`config.mk`:
```
export PLATFORM = sky130hd
export DESIGN_NAME = sid_multi_ctrl
export DESIGN_NICKNAME = d
export VERILOG_FILES = /design/src/rtl/sid_multi_pkg.sv /design/src/rtl/sid_bus_latch.sv /design/src/rtl/sid_multi_ctrl.sv
export SDC_FILE = /design/constraint.sdc
export NUM_CORES = 1
export LEC_CHECK = 0
export ABC_AREA = 1
export BUFFER_PORTS_ARGS = -buffer_cell sky130_fd_sc_hd__buf_2
export CAP_MARGIN = 20
export CORE_ASPECT_RATIO = 1.1
export CORE_MARGIN = 10
export CORE_UTILIZATION = 30
export DETAILED_ROUTE_END_ITERATION = 10
export PLACE_DENSITY = 0.55
export SLEW_MARGIN = 10
export SYNTH_ARGS = -nofsm -noshare
export SYNTH_HDL_FRONTEND = slang
export SYNTH_SLANG_ARGS = --single-unit
```
`constraint.sdc`:
```
create_clock -name clk -period 2.2 [get_ports clk]
set_input_delay 0.11 -clock clk [delete_from_list [all_inputs] [get_ports clk]]
set_output_delay 0.11 -clock clk [all_outputs]
set_load 0.01 [all_outputs]
```
`src/rtl/sid_multi_pkg.sv`:
```
// Shared state codes, register map, pan codes and arithmetic helpers for the
// multi-SID control block.
package sid_multi_pkg;

  typedef logic [1:0] state_t;
  localparam state_t ST_IDLE = 2'd0;
  localparam state_t ST_TBL  = 2'd1;
  localparam state_t ST_FILT = 2'd2;
  localparam state_t ST_MIX  = 2'd3;

  localparam int NUM_REGS = 25;

  localparam logic [4:0] ADDR_V1_FREQ_LO = 5'h00, ADDR_V1_FREQ_HI = 5'h01;
  localparam logic [4:0] ADDR_V1_PW_LO   = 5'h02, ADDR_V1_PW_HI   = 5'h03;
  localparam logic [4:0] ADDR_V1_CTRL    = 5'h04, ADDR_V1_AD      = 5'h05;
  localparam logic [4:0] ADDR_V1_SR      = 5'h06, ADDR_V2_FREQ_LO = 5'h07;
  localparam logic [4:0] ADDR_V2_FREQ_HI = 5'h08, ADDR_V2_PW_LO   = 5'h09;
  localparam logic [4:0] ADDR_V2_PW_HI   = 5'h0A, ADDR_V2_CTRL    = 5'h0B;
  localparam logic [4:0] ADDR_V2_AD      = 5'h0C, ADDR_V2_SR      = 5'h0D;
  localparam logic [4:0] ADDR_V3_FREQ_LO = 5'h0E, ADDR_V3_FREQ_HI = 5'h0F;
  localparam logic [4:0] ADDR_V3_PW_LO   = 5'h10, ADDR_V3_PW_HI   = 5'h11;
  localparam logic [4:0] ADDR_V3_CTRL    = 5'h12, ADDR_V3_AD      = 5'h13;
  localparam logic [4:0] ADDR_V3_SR      = 5'h14, ADDR_FC_LO      = 5'h15;
  localparam logic [4:0] ADDR_FC_HI      = 5'h16, ADDR_RES_FILT   = 5'h17;
  localparam logic [4:0] ADDR_MODE_VOL   = 5'h18, ADDR_POT_X      = 5'h19;
  localparam logic [4:0] ADDR_POT_Y      = 5'h1A, ADDR_OSC3       = 5'h1B;
  localparam logic [4:0] ADDR_ENV3       = 5'h1C;

  localparam logic [1:0] PAN_MUTE  = 2'b00;
  localparam logic [1:0] PAN_LEFT  = 2'b01;
  localparam logic [1:0] PAN_RIGHT = 2'b10;
  localparam logic [1:0] PAN_BOTH  = 2'b11;

  localparam logic [7:0] MASK_PW_HI = 8'h0F;
  localparam logic [7:0] MASK_FC_LO = 8'h07;
  localparam logic [7:0] MASK_FULL  = 8'hFF;

  function automatic logic [7:0] reg_mask(input logic [4:0] a);
    case (a)
      ADDR_V1_PW_HI, ADDR_V2_PW_HI, ADDR_V3_PW_HI: reg_mask = MASK_PW_HI;
      ADDR_FC_LO:                                  reg_mask = MASK_FC_LO;
      default:                                     reg_mask = MASK_FULL;
    endcase
  endfunction

  // Adds two wide operands and clamps the result to an aw-bit signed range.
  function automatic logic signed [31:0] sat_add(input logic signed [31:0] a,
                                                 input logic signed [31:0] b,
                                                 input int aw);
    logic signed [31:0] s;
    logic signed [31:0] hi;
    logic signed [31:0] lo;
    s  = a + b;
    hi = (32'sd1 <<< (aw - 1)) - 32'sd1;
    lo = -(32'sd1 <<< (aw - 1));
    if (s > hi) begin
      sat_add = hi;
    end else if (s < lo) begin
      sat_add = lo;
    end else begin
      sat_add = s;
    end
  endfunction

endpackage

```
`src/rtl/sid_bus_latch.sv`:
```
// Per-chip read-bus latch: holds the last written byte and fades to zero after
// DECAY_TICKS ce_1m ticks without a write.
module sid_bus_latch #(
  parameter int DECAY_TICKS = 2000
) (
  input  logic       clk,
  input  logic       reset_n,
  input  logic       ce_1m,
  input  logic       wr,
  input  logic [7:0] wdata,
  output logic [7:0] latch
);

  localparam int CW = $clog2(DECAY_TICKS + 1);
  localparam logic [CW-1:0] CNT_MAX = CW'(DECAY_TICKS);

  logic [CW-1:0] decay_cnt;

  // A write restarts the decay; the tick that reaches the limit clears the byte.
  always_ff @(posedge clk or negedge reset_n) begin
    if (!reset_n) begin
      latch     <= 8'h00;
      decay_cnt <= '0;
    end else if (wr) begin
      latch     <= wdata;
      decay_cnt <= '0;
    end else if (ce_1m && (decay_cnt != CNT_MAX)) begin
      decay_cnt <= decay_cnt + CW'(1);
      if (decay_cnt == (CNT_MAX - CW'(1))) begin
        latch <= 8'h00;
      end
    end
  end

endmodule

```
`src/rtl/sid_multi_ctrl.sv`:
```
// Multi-SID top-level control: register banks, bus readback, table/filter
// time-slot scheduler and saturating stereo mix.
module sid_multi_ctrl
  import sid_multi_pkg::*;
#(
  parameter int NUM_SID     = 2,
  parameter int TBL_LAT     = 1,
  parameter int FILT_CYCLES = 8,
  parameter int DECAY_TICKS = 2000,
  parameter int AW          = 18
) (
  input  logic                      clk,
  input  logic                      reset_n,
  input  logic                      ce_1m,
  input  logic [NUM_SID-1:0]        cs,
  input  logic                      we,
  input  logic [4:0]                addr,
  input  logic [7:0]                data_in,
  output logic [7:0]                data_out,
  input  logic [8*NUM_SID-1:0]      pot_x,
  input  logic [8*NUM_SID-1:0]      pot_y,
  input  logic [8*NUM_SID-1:0]      osc3,
  input  logic [8*NUM_SID-1:0]      env3,
  output logic [200*NUM_SID-1:0]    regs,
  output logic                      tbl_req,
  output logic [4:0]                tbl_idx,
  output logic                      tbl_rsp_valid,
  output logic [4:0]                tbl_rsp_idx,
  output logic [2:0]                filt_sel,
  output logic                      filt_start,
  input  logic signed [AW-1:0]      filt_audio,
  input  logic [2*NUM_SID-1:0]      pan,
  output logic [AW*NUM_SID-1:0]     audio_chip,
  output logic signed [AW-1:0]      audio_l,
  output logic signed [AW-1:0]      audio_r,
  output logic                      overrun
);

  localparam int SW   = (NUM_SID > 1) ? $clog2(NUM_SID) : 1;
  localparam int PW   = $clog2(TBL_LAT + 1);
  localparam int FW   = $clog2(FILT_CYCLES);
  localparam int SUMW = AW + 3;
  localparam logic [4:0] LAST_V = 5'(3 * NUM_SID - 1);

  logic [7:0] reg_file [NUM_SID][NUM_REGS];
  logic [7:0] latch    [NUM_SID];
  logic [7:0] pot_x_a  [NUM_SID];
  logic [7:0] pot_y_a  [NUM_SID];
  logic [7:0] osc3_a   [NUM_SID];
  logic [7:0] env3_a   [NUM_SID];
  logic       pan_l    [NUM_SID];
  logic       pan_r    [NUM_SID];
  logic signed [AW-1:0] ach [NUM_SID];

  for (genvar g = 0; g < NUM_SID; g++) begin : g_chip
    assign pot_x_a[g] = pot_x[g*8 +: 8];
    assign pot_y_a[g] = pot_y[g*8 +: 8];
    assign osc3_a[g]  = osc3[g*8 +: 8];
    assign env3_a[g]  = env3[g*8 +: 8];
    assign pan_l[g]   = pan[2*g];
    assign pan_r[g]   = pan[2*g+1];
    assign audio_chip[g*AW +: AW] = ach[g];
    for (genvar r = 0; r < NUM_REGS; r++) begin : g_reg
      assign regs[(g*NUM_REGS+r)*8 +: 8] = reg_file[g][r];
    end
    sid_bus_latch #(.DECAY_TICKS(DECAY_TICKS)) u_latch (
      .clk     (clk),
      .reset_n (reset_n),
      .ce_1m   (ce_1m),
      .wr      (we & cs[g]),
      .wdata   (data_in),
      .latch   (latch[g])
    );
  end

  // Register file write: every selected chip takes the masked byte.
  always_ff @(posedge clk or negedge reset_n) begin
    if (!reset_n) begin
      for (int c = 0; c < NUM_SID; c++) begin
        for (int r = 0; r < NUM_REGS; r++) begin
          reg_file[c][r] <= 8'h00;
        end
      end
    end else begin
      for (int c = 0; c < NUM_SID; c++) begin
        if (we && cs[c] && (addr < 5'(NUM_REGS))) begin
          reg_file[c][addr] <= data_in & reg_mask(addr);
        end
      end
    end
  end

  logic [SW-1:0] sel;
  logic          sel_ok;

  // Readback from the lowest selected chip; no selection floats the bus high.
  always_comb begin
    sel    = '0;
    sel_ok = 1'b0;
    for (int c = NUM_SID - 1; c >= 0; c--) begin
      sel    = cs[c] ? SW'(c) : sel;
      sel_ok = sel_ok | cs[c];
    end
    if (!sel_ok) begin
      data_out = 8'hFF;
    end else begin
      case (addr)
        ADDR_POT_X: data_out = pot_x_a[sel];
        ADDR_POT_Y: data_out = pot_y_a[sel];
        ADDR_OSC3:  data_out = osc3_a[sel];
        ADDR_ENV3:  data_out = env3_a[sel];
        default:    data_out = latch[sel];
      endcase
    end
  end

  state_t        state, state_n;
  logic [4:0]    v, v_n;
  logic [PW-1:0] ph, ph_n;
  logic [SW-1:0] chip, chip_n;
  logic [FW-1:0] fc, fc_n;

  // Scheduler next state; a tick outside IDLE restarts the table pass.
  always_comb begin
    state_n = state;
    v_n     = v;
    ph_n    = ph;
    chip_n  = chip;
    fc_n    = fc;
    case (state)
      ST_IDLE: begin
        if (ce_1m) begin
          state_n = ST_TBL;
          v_n     = 5'd0;
          ph_n    = '0;
        end else begin
          state_n = ST_IDLE;
        end
      end
      ST_TBL: begin
        if (ph == PW'(TBL_LAT)) begin
          ph_n = '0;
          if (v == LAST_V) begin
            state_n = ST_FILT;
            chip_n  = '0;
            fc_n    = '0;
          end else begin
            v_n = v + 5'd1;
          end
        end else begin
          ph_n = ph + PW'(1);
        end
      end
      ST_FILT: begin
        if (fc == FW'(FILT_CYCLES - 1)) begin
          fc_n = '0;
          if (chip == SW'(NUM_SID - 1)) begin
            state_n = ST_MIX;
          end else begin
            chip_n = chip + SW'(1);
          end
        end else begin
          fc_n = fc + FW'(1);
        end
      end
      ST_MIX:  state_n = ST_IDLE;
      default: state_n = ST_IDLE;
    endcase
    if (ce_1m && (state != ST_IDLE)) begin
      state_n = ST_TBL;
      v_n     = 5'd0;
      ph_n    = '0;
    end else begin
      state_n = state_n;
    end
  end

  // Strobes are registered from the next-state so they line up with the slot.
  always_ff @(posedge clk or negedge reset_n) begin
    if (!reset_n) begin
      state         <= ST_IDLE;
      v             <= 5'd0;
      ph            <= '0;
      chip          <= '0;
      fc            <= '0;
      tbl_req       <= 1'b0;
      tbl_idx       <= 5'd0;
      tbl_rsp_valid <= 1'b0;
      tbl_rsp_idx   <= 5'd0;
      filt_start    <= 1'b0;
      filt_sel      <= 3'd0;
      overrun       <= 1'b0;
    end else begin
      state         <= state_n;
      v             <= v_n;
      ph            <= ph_n;
      chip          <= chip_n;
      fc            <= fc_n;
      tbl_req       <= (state_n == ST_TBL) && (ph_n == '0);
      tbl_idx       <= v_n;
      tbl_rsp_valid <= (state_n == ST_TBL) && (ph_n == PW'(TBL_LAT));
      tbl_rsp_idx   <= v_n;
      filt_start    <= (state_n == ST_FILT) && (fc_n == '0);
      filt_sel      <= 3'(chip_n);
      if (ce_1m && (state != ST_IDLE)) begin
        overrun <= 1'b1;
      end
    end
  end

  logic signed [SUMW-1:0] sum_l, sum_r, ext;

  // Wide pan-weighted sums; AW+3 bits cannot overflow for up to 8 chips.
  always_comb begin
    sum_l = '0;
    sum_r = '0;
    ext   = '0;
    for (int c = 0; c < NUM_SID; c++) begin
      ext   = SUMW'(ach[c]);
      sum_l = sum_l + (pan_l[c] ? ext : SUMW'(0));
      sum_r = sum_r + (pan_r[c] ? ext : SUMW'(0));
    end
  end

  // Per-chip capture at the end of its filter window and the one-cycle mix.
  always_ff @(posedge clk or negedge reset_n) begin
    if (!reset_n) begin
      for (int c = 0; c < NUM_SID; c++) begin
        ach[c] <= '0;
      end
      audio_l <= '0;
      audio_r <= '0;
    end else begin
      if ((state == ST_FILT) && (fc == FW'(FILT_CYCLES - 1))) begin
        ach[chip] <= filt_audio;
      end
      if (state == ST_MIX) begin
        audio_l <= AW'(sat_add(32'(sum_l), 32'sd0, AW));
        audio_r <= AW'(sat_add(32'(sum_r), 32'sd0, AW));
      end
    end
  end

endmodule

```
# Yosys cells after proc, flatten, opt, wreduce, memory -nomap -nowiden
# Cells that the tools add are included.
op_classes:
  add_sub_neg: 8
  order_cmp: 10
  eq_ne: 25
  muxes: 72
  n_bitwise: 9
  reduce_logical: 27
op_table:
  columns: ["op", "n"]
  rows:
  - ["bitwise mux 200 bit", 2]
  - ["2-to-1 mux 8 bit", 25]
  - ["2-to-1 mux 18 bit", 5]
  - ["2-to-1 mux 21 bit", 4]
  - ["2-to-1 mux 11 bit", 4]
  - ["adder 21 bit", 2]
  - ["greater-than comparator 21 x 18 -> 1 bit, second input constant", 2]
  - ["less-than comparator 21 x 18 -> 1 bit, second input constant", 2]
  - ["demux 8 bit (select 5 bit)", 1]
  - ["bitwise mux 36 bit", 1]
  - ["case mux 8 bit (4 select lines)", 1]
  - ["== test 5 bit, second input constant", 6]
  - ["adder 11 x 1 -> 11 bit, second input constant", 2]
  - ["== test 11 bit, second input constant", 2]
  - ["!= test 11 bit, second input constant", 2]
  - ["2-to-1 mux 5 bit", 4]
  - ["demux 18 bit (select 1 bit)", 1]
  - ["bitwise AND 8 bit", 2]
  - ["case mux 8 bit (2 select lines)", 1]
  - ["logical AND 1 bit", 13]
  - ["nonzero test 2 bit", 6]
  - ["2-to-1 mux 1 bit", 10]
  - ["2-to-1 mux 2 bit", 5]
  - ["case mux 5 bit (2 select lines)", 1]
  - ["32 further kinds", 47]
totals:
  regBits: 526
  input_bits: 105
  out_inout_bits: 497
  elab_cells: 218

# Depth between registers and ports, before layout
logic_depth:
  depth_word: 8
  depth_mapped: 21
  depth_no_buf: 18

# By module
# From an unflattened synthesis, not the netlist that was laid out.
unflattened:
  hier_cells: 2820
  hier_area_um2: 24193.2
by_module_without_submodules:
  columns: ["module", "n_inst", "cells_each", "area_per_inst_um2", "seq_area_each_um2"]
  rows:
  - ["sid_multi_ctrl", 1, 2542, 22096.2, 12211.7]
  - ["sid_bus_latch", 2, 139, 1048.5, 475.5]

# Worst setup path after synthesis
# No wires, ideal clock.
synth_timing:
  path_kind: "input-to-reg"
  startpoint: "in pan[3]"
  endpoint: "reg audio_r[8]"
  arrival_time_ns: 2.366
  required_time_ns: 2.083
  path_slack_ns: -0.282
  stages: 20
  path_buffers: 3
  path_cell_list: "clkbuf_1 -> buf_1 -> nand2_1 -> inv_1 -> ha_1 -> inv_1 -> fa_1 -> inv_1 -> nand3_1 -> nand3_1 -> nand2_1 -> nand2_1 -> nand2_1 -> nand2_1 -> nand2_2 -> buf_6 -> nand2_1 -> nand2_1 -> nand2_1 -> nand2_1"
synth_between:
  elab_chain_cells: 5
  elab_cells_between_ends: 6
  cone_classes: "1 x add/sub; 2 x order compare; 3 x mux"
synth_rtl:
  columns: ["element", "line", "text"]
  rows:
  - ["from (decl)", "sid_multi_ctrl.sv:32", "input logic [2*NUM_SID-1:0] pan,"]
  - ["2-to-1 mux 21 bit *", "sid_multi_ctrl.sv:221", "sum_r = sum_r + (pan_r[c] ? ext : SUMW'(0));"]
  - ["adder 21 bit *", "sid_multi_ctrl.sv:221", null]
  - ["less-than comparator 21 x 18 -> 1 bit", "sid_multi_pkg.sv:58", "end else if (s < lo) begin"]
  - ["2-to-1 mux 18 bit", "sid_multi_pkg.sv:58", null]
  - ["2-to-1 mux 18 bit *", "sid_multi_pkg.sv:56", "if (s > hi) begin"]
  - ["to (signal assigned)", "sid_multi_ctrl.sv:239", "audio_r <= AW'(sat_add(32'(sum_r), 32'sd0, AW));"]
  - ["to (decl)", "sid_multi_ctrl.sv:35", "output logic signed [AW-1:0] audio_r,"]
# Every way passes the cells marked *; elsewhere a longest branch is shown, timed or not.
# A chain may end at the register's enable or synchronous reset.

# Worst setup path in the final report
layout_timing:
  startpoint: "reg ach, in the netlist audio_chip[28]"
  endpoint: "reg audio_r[10]"
layout_between:
  elab_chain_cells: 5
  elab_cells_between_ends: 6
  cone_classes: "1 x add/sub; 2 x order compare; 3 x mux"
layout_rtl:
  columns: ["element", "line", "text"]
  rows:
  - ["from (decl)", "sid_multi_ctrl.sv:53", "logic signed [AW-1:0] ach [NUM_SID];"]
  - ["from (signal, indexed assignment)", "sid_multi_ctrl.sv:235", "ach[chip] <= filt_audio;"]
  - ["2-to-1 mux 21 bit *", "sid_multi_ctrl.sv:221", null]
  - ["adder 21 bit *", "sid_multi_ctrl.sv:221", null]
  - ["less-than comparator 21 x 18 -> 1 bit", "sid_multi_pkg.sv:58", null]
  - ["2-to-1 mux 18 bit", "sid_multi_pkg.sv:58", null]
  - ["2-to-1 mux 18 bit *", "sid_multi_pkg.sv:56", null]
# Marked as above.

==> impl_results.md <==
* GP Congestion at 0.883
* Area share of the largest cell type after synthesis at a little under three fifths
* CP Class: reg -> reg
* Main combinational cell family by area after synthesis: simple AND/OR/NAND/NOR gates
* Failing checks: setup timing
* WP data arrival at 2.80 ns
* Drc violations at 0
* Post-synthesis cell type count at 45
* Worst slew margin relative to its limit at 39.6%
* Top-count cell post-synth: nand2_1
* Die Ht at roughly 310 um
* I/O pin count at roughly 600
* Mux contribution to synthesized area at 0.771%
* Reg clk slew, reported paths at around 0.070 ns
* CP Capture Point: audio_r[10]
* Sequential share of power at between 40% and 50%
* Synth Area in Compound Gates at 12.3%
* Worst setup margin at -0.0374 ns
* Vias per cell at roughly 4.7
* # setup viols final at 15
* Tmin final at between 2 and 2.5 ns
* Final core occ at a little over two fifths
* Largest net degree at the start of global routing at 63
* H-tree depth reported by CTS at 2
* VDD IR max at 0.000758 V
* Detail Route Antenna Nets at 0
* Worst-margin pin slew at ~0.9 ns
* Fin Hold WS at 0.0688 ns
* Synth cell count leaders: nand2_1, dfrtp_1, o21ai_0
* Final hold viol count at 0
* Synthesis-to-layout area growth at 39.9%
* Clk_lat worst skew at just over 0.6 ns
* DR WL/cell at around 21 um
* Reg-to-reg endpoint: audio_r[10]
* Drt total wl at approximately 97 mm
* Critical Path Sink Type: flop
* Congestion Overflow GR at 0
* Synth top area cells: dfrtp_1, nand2_1, o21ai_0
* Simple-Gate Fraction of Synth Area at 20.1%
* Mapped cell area at about 23000 um^2
* First-pass GRT wire length at about 140 mm
* PD cells at around 840 nW/um^2
* Worst EP required at 2.76 ns
* Clk sinks at 526
* Post-synthesis xor/xnor area fraction at less than 1%
* Async SR Flop Fraction at between 90% and 100%
* Switching share of power at a little under a third
* Antenna violations before repair at 14
* Vias at roughly 22k
* Sw power at between 0.008 and 0.009 W
* TNS Setup at -0.391 ns
* Unrepaired setup endpoints after global routing: yes
* RR Startpoint: audio_chip[28]
* Nature of the critical path startpoint: flop
* Drt first pass iters at 5
* Standard-cell rows at roughly 110
* Port buffer count at roughly 600
* Cell Int Power at ~0.019 W
* Number of flops mapped to enable cells by yosys at 0
* Initial core utilization at a little under a third
* Nets@finish at around 3.7k
* Number of global-route vias before repair at ~22k
* Synthesized instance count at between 2k and 3k
* Reg2Reg Depth at 13
* Core area at slightly below 80000 um^2
* Synth warnings at 0
* P_leak at around 17 nW
* CTS max path bufs at 3
* Final period utilization at 102%
* Gate power share at around a fifth
* Max Clock Freq at ~450 MHz
* Final Slew Violations at 0
* Global-route usage over all layers at a little over a fifth
* Final HPWL DP at approximately 73 mm
* CTS Buf Count at 57
* Synthesized area per cell at 8.53 um^2
* CP max FO at 8
* Most used DFF post-synth: dfrtp_1
* #FFs+latches synth at 526
* Sequential cell area fraction in the yosys report at 56.4%
* Ratio of cells with drive above 1 in the final layout at around a third
* Root Buffer: clkbuf_16
* Max-cap violations at 0
* Run status: complete, but fails checks
* Area leader, netlist: dfrtp_1
* DRT iter0 DRCs at about 1.5k
* Post-Synth Adder-Cell Area at around 2.8%
* Die area at slightly below 90000 um^2
* Crit. Startpoint: audio_chip[28]
* Reg2reg setup slack at -0.04 ns
* CTS tree: yes
* Proportion of power drawn by the clock network at 38.3%
* Worst hold path class: in -> async
* Clock Skews at around 0.035 ns
* Die width at 286 um
* Fillers at between 7k and 8k
==> timing repair <==
action | in CTS | in global routing
cloned | 6 | 2
buffers inserted | 8 | 12
endpoints found under the setup margin | 34 | 35
pin swaps | 10 | 58
hold buffers | 29 | 0
resized for setup | 74 | 155
endpoints found under the hold margin | 462 | 0
==> layout by cell type, fill, tap and decap left out, types with 6 or more instances in the layout <==
cell / netlist / routed
nor3_1: 14 / 14
dlygate4sd3_1: 0 / 29
o22ai_1: 10 / 10
buf_4: 12 / 218
clkinvlp_4: 0 / 7
ha_1: 49 / 15
a21oi_1: 62 / 40
nand3_1: 82 / 71
dfrtp_1: 526 / 524
xnor2_1: 8 / 8
buf_2: 47 / 598
xor2_1: 12 / 12
a221oi_1: 8 / 8
nor2_4: 5 / 6
nand2_4: 0 / 21
a31oi_1: 8 / 8
nor2_2: 6 / 14
a21oi_2: 1 / 20
bufinv_16: 0 / 9
o21bai_1: 6 / 6
diode_2: 0 / 7
clkbuf_8: 0 / 11
ha_4: 0 / 30
clkbuf_16: 0 / 60
nand2_1: 924 / 843
buf_12: 0 / 21
nor2_1: 126 / 117
inv_1: 251 / 236
clkinv_2: 0 / 10
nand2_2: 3 / 62
mux2_2: 16 / 16
nand3_2: 0 / 8
o21ai_0: 430 / 423
inv_2: 5 / 20
clkbuf_1: 65 / 7
o21ai_1: 8 / 13
o211ai_1: 9 / 9
==> power by group through the flow <==
stage	registers (W)	logic (W)	clock network, W
after floorplan	0.0119	0.00189	0
after global placement	0.0114	0.00511	0
after detailed placement	0.0115	0.00515	0
after CTS	0.0113	0.00545	0.0108
after global routing	0.0114	0.00623	0.0111
final	0.0113	0.00567	0.0106
==> critical path, cell delays in order, from the launching register on <==
cell and delay [ns]:
dfrtp_1 0.42, nand2_2 0.09, inv_1 0.07, ha_4 0.28, buf_4 0.12, nand2_2 0.08
nor4_4 0.33, nand2_4 0.12, nand3_4 0.12, nand4_4 0.18, clkbuf_16 0.21, nand2_1 0.06
nand2_1 0.04, nand2_1 0.07
==> layer usage <==
metal  wire [um]  track usage (%)  part of all wire [%]  vias to the layer above
li1            -                -                     -                    10400
met1       38800             24.6                    40                    10500
met2       46400             35.2                    48                      700
met3        7740             6.43                   8.0                      165
met4        3940             7.83                   4.1                       12
met5          91                0                 0.094                        -
==> cell type report <==
| cell class | count | area [um^2] | share of cell area [%] |
|---|---|---|---|
| tap | 1035 | 1290 | 3.96 |
| antenna | 7 | 17.5 | 0.0536 |
| inverter | 259 | 972 | 2.97 |
| clock inverter | 32 | 492 | 1.50 |
| multi-input combinational | 1826 | 9670 | 29.6 |
| sequential | 526 | 13200 | 40.3 |
| clock buffer | 75 | 1600 | 4.91 |
| timing repair buffer | 873 | 5470 | 16.7 |
==> sequential cells by signal, summed over array words and instances, names as in the netlist <==
signal and flops:
filt_start 1, v 5, audio_r 18, audio_l 18
g_chip.u_latch.decay_cnt 22, regs 400, g_chip.u_latch.latch 16, ph 1
filt_sel 1, fc 3, audio_chip 36, state 2
tbl_req 1, overrun 1, tbl_rsp_valid 1
==> metrics by stage <==
step / std cells / area, um^2 / power, W / setup slack [ns]
after floorplan: 2738 / 23400 / 0.0137 / 0.0217
after global placement: 4464 / 29000 / 0.0165 / -0.204
after detailed placement: 4464 / 29000 / 0.0166 / -0.215
after CTS: 4614 / 32000 / 0.0275 / -0.0364
after global routing: 4628 / 32700 / 0.0288 / -0.173
final: 4633 / 32700 / 0.0275 / -0.0374
==> cells by family after synthesis <==
family / Yosys count
other cells: 1
flops: 526
simple gates: 1182
buf+inv: 390
xor+xnor: 20
fa+ha+maj: 51
compound gates: 551
mux: 16
==> worst min-delay path by stage <==
stage                         end  slack, ns
floorplan           audio_chip[0]      -0.19
finish                  regs[251]       0.07
detailed placement     audio_r[6]       0.16
CTS                     regs[251]       0.05
global placement       audio_r[1]       0.15
global route            regs[251]       0.08
No activity file was read; power rests on OpenSTA's default activity.
